### config.mk
export PLATFORM = sky130hd
export DESIGN_NAME = down_counter16_flat
export DESIGN_NICKNAME = d
export VERILOG_FILES = /design/src/rtl/down_counter16_if.sv /design/src/rtl/down_counter16.sv /design/src/flat_wrapper.sv
export SDC_FILE = /design/constraint.sdc
export NUM_CORES = 1
export LEC_CHECK = 0
export BUFFER_PORTS_ARGS = -buffer_cell sky130_fd_sc_hd__buf_2
export CAP_MARGIN = 20
export CORE_MARGIN = 3
export CORE_UTILIZATION = 45
export CTS_CLUSTER_DIAMETER = 80
export CTS_CLUSTER_SIZE = 25
export DETAILED_ROUTE_END_ITERATION = 10
export PLACE_DENSITY = 0.84
export SLEW_MARGIN = 20
export SYNTH_ARGS = -nofsm -noshare
export SYNTH_HDL_FRONTEND = slang
export SYNTH_SLANG_ARGS = --single-unit
### constraint.sdc
create_clock -name clk -period 5.76 [get_ports clk]
set_clock_uncertainty 0.05 [all_clocks]
set_input_delay 0.576 -clock clk [delete_from_list [all_inputs] [get_ports clk]]
set_output_delay 0.576 -clock clk [all_outputs]
set_load 0.005 [all_outputs]
### src/rtl/down_counter16_if.sv
// Control/status bundle for the loadable down-counter.
// master drives load/start/pause; slave returns count and flags.
interface down_counter16_if #(
   parameter int WIDTH = 16
);
   logic             load;
   logic [WIDTH-1:0] in;
   logic             start;
   logic             pause;
   logic [WIDTH-1:0] out;
   logic             busy;
   logic             done;
   logic             zero;

   modport master (
      output load,
      output in,
      output start,
      output pause,
      input  out,
      input  busy,
      input  done,
      input  zero
   );

   modport slave (
      input  load,
      input  in,
      input  start,
      input  pause,
      output out,
      output busy,
      output done,
      output zero
   );
endinterface

### src/rtl/down_counter16.sv
// Loadable down-counter/timer with pause, optional auto-reload
// and a one-cycle done pulse on expiry.
module down_counter16 #(
   parameter int WIDTH       = 16,
   parameter bit AUTO_RELOAD = 1'b0
) (
   input logic             clk,
   input logic             rst_n,
   down_counter16_if.slave bus
);

   localparam logic [1:0] IDLE  = 2'd0;
   localparam logic [1:0] RUN   = 2'd1;
   localparam logic [1:0] PAUSE = 2'd2;

   logic [1:0]       state_q, state_d;
   logic [WIDTH-1:0] cnt_q, cnt_d;
   logic [WIDTH-1:0] reload_q, reload_d;
   logic             done_q, done_d;
   logic             busy_q, busy_d;

   always_comb begin
      state_d  = state_q;
      cnt_d    = cnt_q;
      reload_d = reload_q;
      done_d   = 1'b0;
      if (bus.load) begin
         cnt_d    = bus.in;
         reload_d = bus.in;
         state_d  = IDLE;
      end else begin
         unique case (state_q)
            IDLE: begin
               // starting from zero expires at once rather than wrapping
               if (!bus.pause && bus.start) begin
                  if (cnt_q != '0) state_d = RUN;
                  else             done_d  = 1'b1;
               end
            end
            RUN: begin
               if (bus.pause) begin
                  state_d = PAUSE;
               end else if (cnt_q > WIDTH'(1)) begin
                  cnt_d = cnt_q - WIDTH'(1);
               end else begin
                  done_d = 1'b1;
                  if (AUTO_RELOAD && reload_q > WIDTH'(1)) begin
                     cnt_d = reload_q;
                  end else begin
                     cnt_d   = '0;
                     state_d = IDLE;
                  end
               end
            end
            PAUSE: begin
               if (!bus.pause && bus.start) state_d = RUN;
            end
            default: state_d = IDLE;
         endcase
      end
      busy_d = (state_d == RUN) || (state_d == PAUSE);
   end

   always_ff @(posedge clk or negedge rst_n) begin
      if (!rst_n) begin
         state_q  <= IDLE;
         cnt_q    <= '0;
         reload_q <= '0;
         done_q   <= 1'b0;
         busy_q   <= 1'b0;
      end else begin
         state_q  <= state_d;
         cnt_q    <= cnt_d;
         reload_q <= reload_d;
         done_q   <= done_d;
         busy_q   <= busy_d;
      end
   end

   assign bus.out  = cnt_q;
   assign bus.busy = busy_q;
   assign bus.done = done_q;
   assign bus.zero = (cnt_q == '0);

endmodule

### src/flat_wrapper.sv
// flat-port wrapper written by rule: the top's interface ports become plain ports
module down_counter16_flat 
#(
   parameter int WIDTH       = 16,
   parameter bit AUTO_RELOAD = 1'b0
)
  (clk, rst_n, bus_load, bus_in, bus_start, bus_pause, bus_out, bus_busy, bus_done, bus_zero);
  down_counter16_if #(.WIDTH(WIDTH)) bus_i ();
  input logic clk;
  input logic rst_n;
  input wire logic [$bits(bus_i.load)-1:0] bus_load;
  input wire logic [$bits(bus_i.in)-1:0] bus_in;
  input wire logic [$bits(bus_i.start)-1:0] bus_start;
  input wire logic [$bits(bus_i.pause)-1:0] bus_pause;
  output wire logic [$bits(bus_i.out)-1:0] bus_out;
  output wire logic [$bits(bus_i.busy)-1:0] bus_busy;
  output wire logic [$bits(bus_i.done)-1:0] bus_done;
  output wire logic [$bits(bus_i.zero)-1:0] bus_zero;
  assign bus_i.load = bus_load;
  assign bus_i.in = bus_in;
  assign bus_i.start = bus_start;
  assign bus_i.pause = bus_pause;
  assign bus_out = bus_i.out;
  assign bus_busy = bus_i.busy;
  assign bus_done = bus_i.done;
  assign bus_zero = bus_i.zero;
  down_counter16 #(.WIDTH(WIDTH), .AUTO_RELOAD(AUTO_RELOAD)) u_core (.clk(clk), .rst_n(rst_n), .bus(bus_i));
endmodule
==> results.sh <==
export IMPL_total_power_uw=325
export IMPL_syn_area_per_cell_um2=8.75
export IMPL_synthFlopType="dfrtp_1"
export IMPL_cts_resized=0
export IMPL_fin_cells=215
export IMPL_power_density_mw_per_mm2=214
export IMPL_die_area_mm2=0.00351
export IMPL_grt_max_degree=31
export IMPL_dp_slack_ns=3.67
export IMPL_cp_start_kind="flop"
export IMPL_p_leak_nw=0.654
export IMPL_synth_cell_types=45
export IMPL_hold_violations=0
export IMPL_outcome="finished, final reports clean"
export IMPL_rrSetupSlack_ns=3.61
export IMPL_rsz0062_at_grt="no"
export IMPL_initial_utilization=0.493
export IMPL_post_route_util=0.588
export IMPL_cts_tree="done"
export IMPL_crit_path_end_kind="primary output"
export IMPL_die_x_um=59.3
export IMPL_tritoncts_num_sinks=20
export IMPL_dpl_cell_count=211
export IMPL_fin_crit_sh=0.431
export IMPL_path_class="reg -> out"
export IMPL_p_int_uw=223
export IMPL_tightest_slew_ns=0.606
export IMPL_async_flop_share=1.00
export IMPL_grtUsageTotal=0.206
export IMPL_yosys_warnings=0
export IMPL_fin_area_mm2=0.00152
export IMPL_synthCells=146
export IMPL_holdCritPathClass="in -> async"
export IMPL_wirelength_mm=3.41
export IMPL_drc=0
export IMPL_ys_ff_latch=20
export IMPL_first_pass_iters=5
export IMPL_crit_required_ns=5.13
export IMPL_num_vias=1307
export IMPL_clockBufferDepth=2
export IMPL_cts_hold_buf=0
export IMPL_finalSetupTns_ns=0
export IMPL_htree_levels=1
export IMPL_area_delta_synth_final_pct=19.3
export IMPL_die_h_um=59.3
export IMPL_p_clk_frac=0.260
export IMPL_via_per_inst=6.08
export IMPL_drive_above_1_share=0.292
export IMPL_grt_pass1_vias=1256
export IMPL_arrival_ns=1.86
export IMPL_min_period_ns=2.48
export IMPL_worst_slack_ns=3.28
export IMPL_synth_edff_count=0
export IMPL_ctsRootBufferMaster="clkbuf_4"
export IMPL_antenna_found_initial=0
export IMPL_ys_seq_area_frac=0.392
export IMPL_p_sw_frac=0.315
export IMPL_core_region_area_mm2=0.00259
export IMPL_drv_cap=0
export IMPL_slew_headroom=0.594
export IMPL_overflow=0
export IMPL_worstSkewPairLatency_ns=0.31
export IMPL_p_comb_frac=0.209
export IMPL_row_count=18
export IMPL_peakVddDrop_mv=0.147
export IMPL_postRouteAntennaNets=0
export IMPL_finalSetupViolations=0
export IMPL_io_pins=40
export IMPL_slew_violations=0
export IMPL_dp_hpwl_mm=2.55
export IMPL_antennaDiodeCount=0
export IMPL_ys_top_cells_by_area="dfrtp_1 39%, nor2_1 5.9%, nand2_1 5.0%"
export IMPL_cts_post_setup_buffers_inserted=0
export IMPL_drt_initial_drc_count=96
export IMPL_avgRoutedWirePerCell_um=15.9
export IMPL_synth_top_cell_area_share=0.392
export IMPL_power_frac_seq=0.531
export IMPL_p_sw_uw=102
export IMPL_place_gp_congestion=0.900
export IMPL_syn_area_mm2=0.00128
export IMPL_fin_nets=210
export IMPL_fmax_ghz=0.403
export IMPL_worstPathMaxFanout=6
export IMPL_synth_top_cell_by_area="dfrtp_1"
export IMPL_io_buffers=39
export IMPL_cts_made_buffers=3
export IMPL_syn_num_nets=170
export IMPL_cts_reportedPaths_clkPinSlew_ns=0.12
export IMPL_holdWs_ns=0.141
export IMPL_placed_area_mm2=0.00149
export IMPL_grt_pass1_wl_mm=5.69
==> area by class of cell <==
| class | instances | area (um2) |
|---|---|---|
| clock buffers | 4 | 36.3 |
| fillers | 236 | 1070 |
| well taps | 30 | 37.5 |
| inverters | 5 | 18.8 |
| flip-flops and latches | 20 | 500 |
| multi-input cells | 117 | 736 |
| repair buffers | 39 | 195 |
==> worst paths after layout <==
path | start | endpoint | depth (start not counted)
min in group clk | bus_in[5] | u_core.bus.out[5] | 2
max in group asynchronous | rst_n | u_core.bus.out[4] | 1
setup reg to reg | u_core.bus.out[0] | u_core.bus.out[14] | 7
hold reg to reg | u_core.bus.out[14] | u_core.bus.out[14] | 1
setup / recovery | u_core.bus.out[10] | bus_zero | 4
hold / removal | rst_n | u_core.bus.out[3] | 1
==> power groups by stage <==
stage / registers, mW / logic [mW] / clock network [mW]
after floorplan: 0.172 / 0.0384 / 0
after global placement: 0.174 / 0.0671 / 0
after detailed placement: 0.175 / 0.0682 / 0
after CTS: 0.172 / 0.0683 / 0.0863
after global routing: 0.175 / 0.0776 / 0.0906
final: 0.173 / 0.0680 / 0.0845
==> cells in the mapped netlist, types with 2 or more instances <==
| master | number |
|---|---|
| dfrtp_1 | 20 |
| nor2_1 | 20 |
| nand2_1 | 17 |
| o21ai_0 | 12 |
| a21oi_1 | 11 |
| a22oi_1 | 5 |
| inv_1 | 4 |
| nand3_1 | 4 |
| ha_1 | 3 |
| a2bb2oi_1 | 2 |
| a32o_1 | 2 |
| and2_2 | 2 |
| clkbuf_1 | 2 |
| nand2b_1 | 2 |
| nand3b_1 | 2 |
| nand4_1 | 2 |
| nor3_1 | 2 |
| nor3b_2 | 2 |
| nor4_1 | 2 |
| o31ai_1 | 2 |
| or3_1 | 2 |
| or4_1 | 2 |
| xnor2_1 | 2 |
==> registers in the layout (all words and copies together), names as in the netlist <==
name             count
u_core.state_q       2
u_core.bus.busy      1
u_core.bus.out      16
u_core.bus.done      1
==> critical path: stages, from the launching register on <==
cell     delay (ns)
dfrtp_1        0.45
nor4_1         0.54
nand2_1        0.14
nor2_1         0.26
buf_2          0.17
==> layer usage <==
metal  track usage  vias to the layer above  part of all wire
met2         0.356                       76              0.48
li1              -                      619                 -
met1         0.278                      608              0.43
met3        0.0196                        4             0.081
met5             0                        -                 0
met4        0.0421                        0            0.0085
==> placed cells by master, fill, tap and decap left out, types with 3 or more instances in the layout <==
master / instances
inv_1: 4
o21ai_0: 12
clkbuf_4: 3
buf_2: 39
nor2_1: 20
a21oi_1: 11
dfrtp_1: 20
nand2_1: 17
nand3_1: 4
ha_1: 3
a22oi_1: 5
==> logic make-up (layout without fill, tap and decap cells) <==
| kind of cell | count (synthesis) | in the layout | synth area share |
|---|---|---|---|
| multiplexers | 1 | 1 | 0.00784 |
| buffers and inverters | 9 | 48 | 0.0323 |
| XOR/XNOR | 2 | 2 | 0.0137 |
| AO/OA/AOI/OAI | 46 | 46 | 0.244 |
| flip-flops | 20 | 20 | 0.392 |
| AND/OR/NAND/NOR | 65 | 65 | 0.281 |
| adder cells (fa/ha/maj) | 3 | 3 | 0.0294 |
Power figures use the tool's default switching activity.
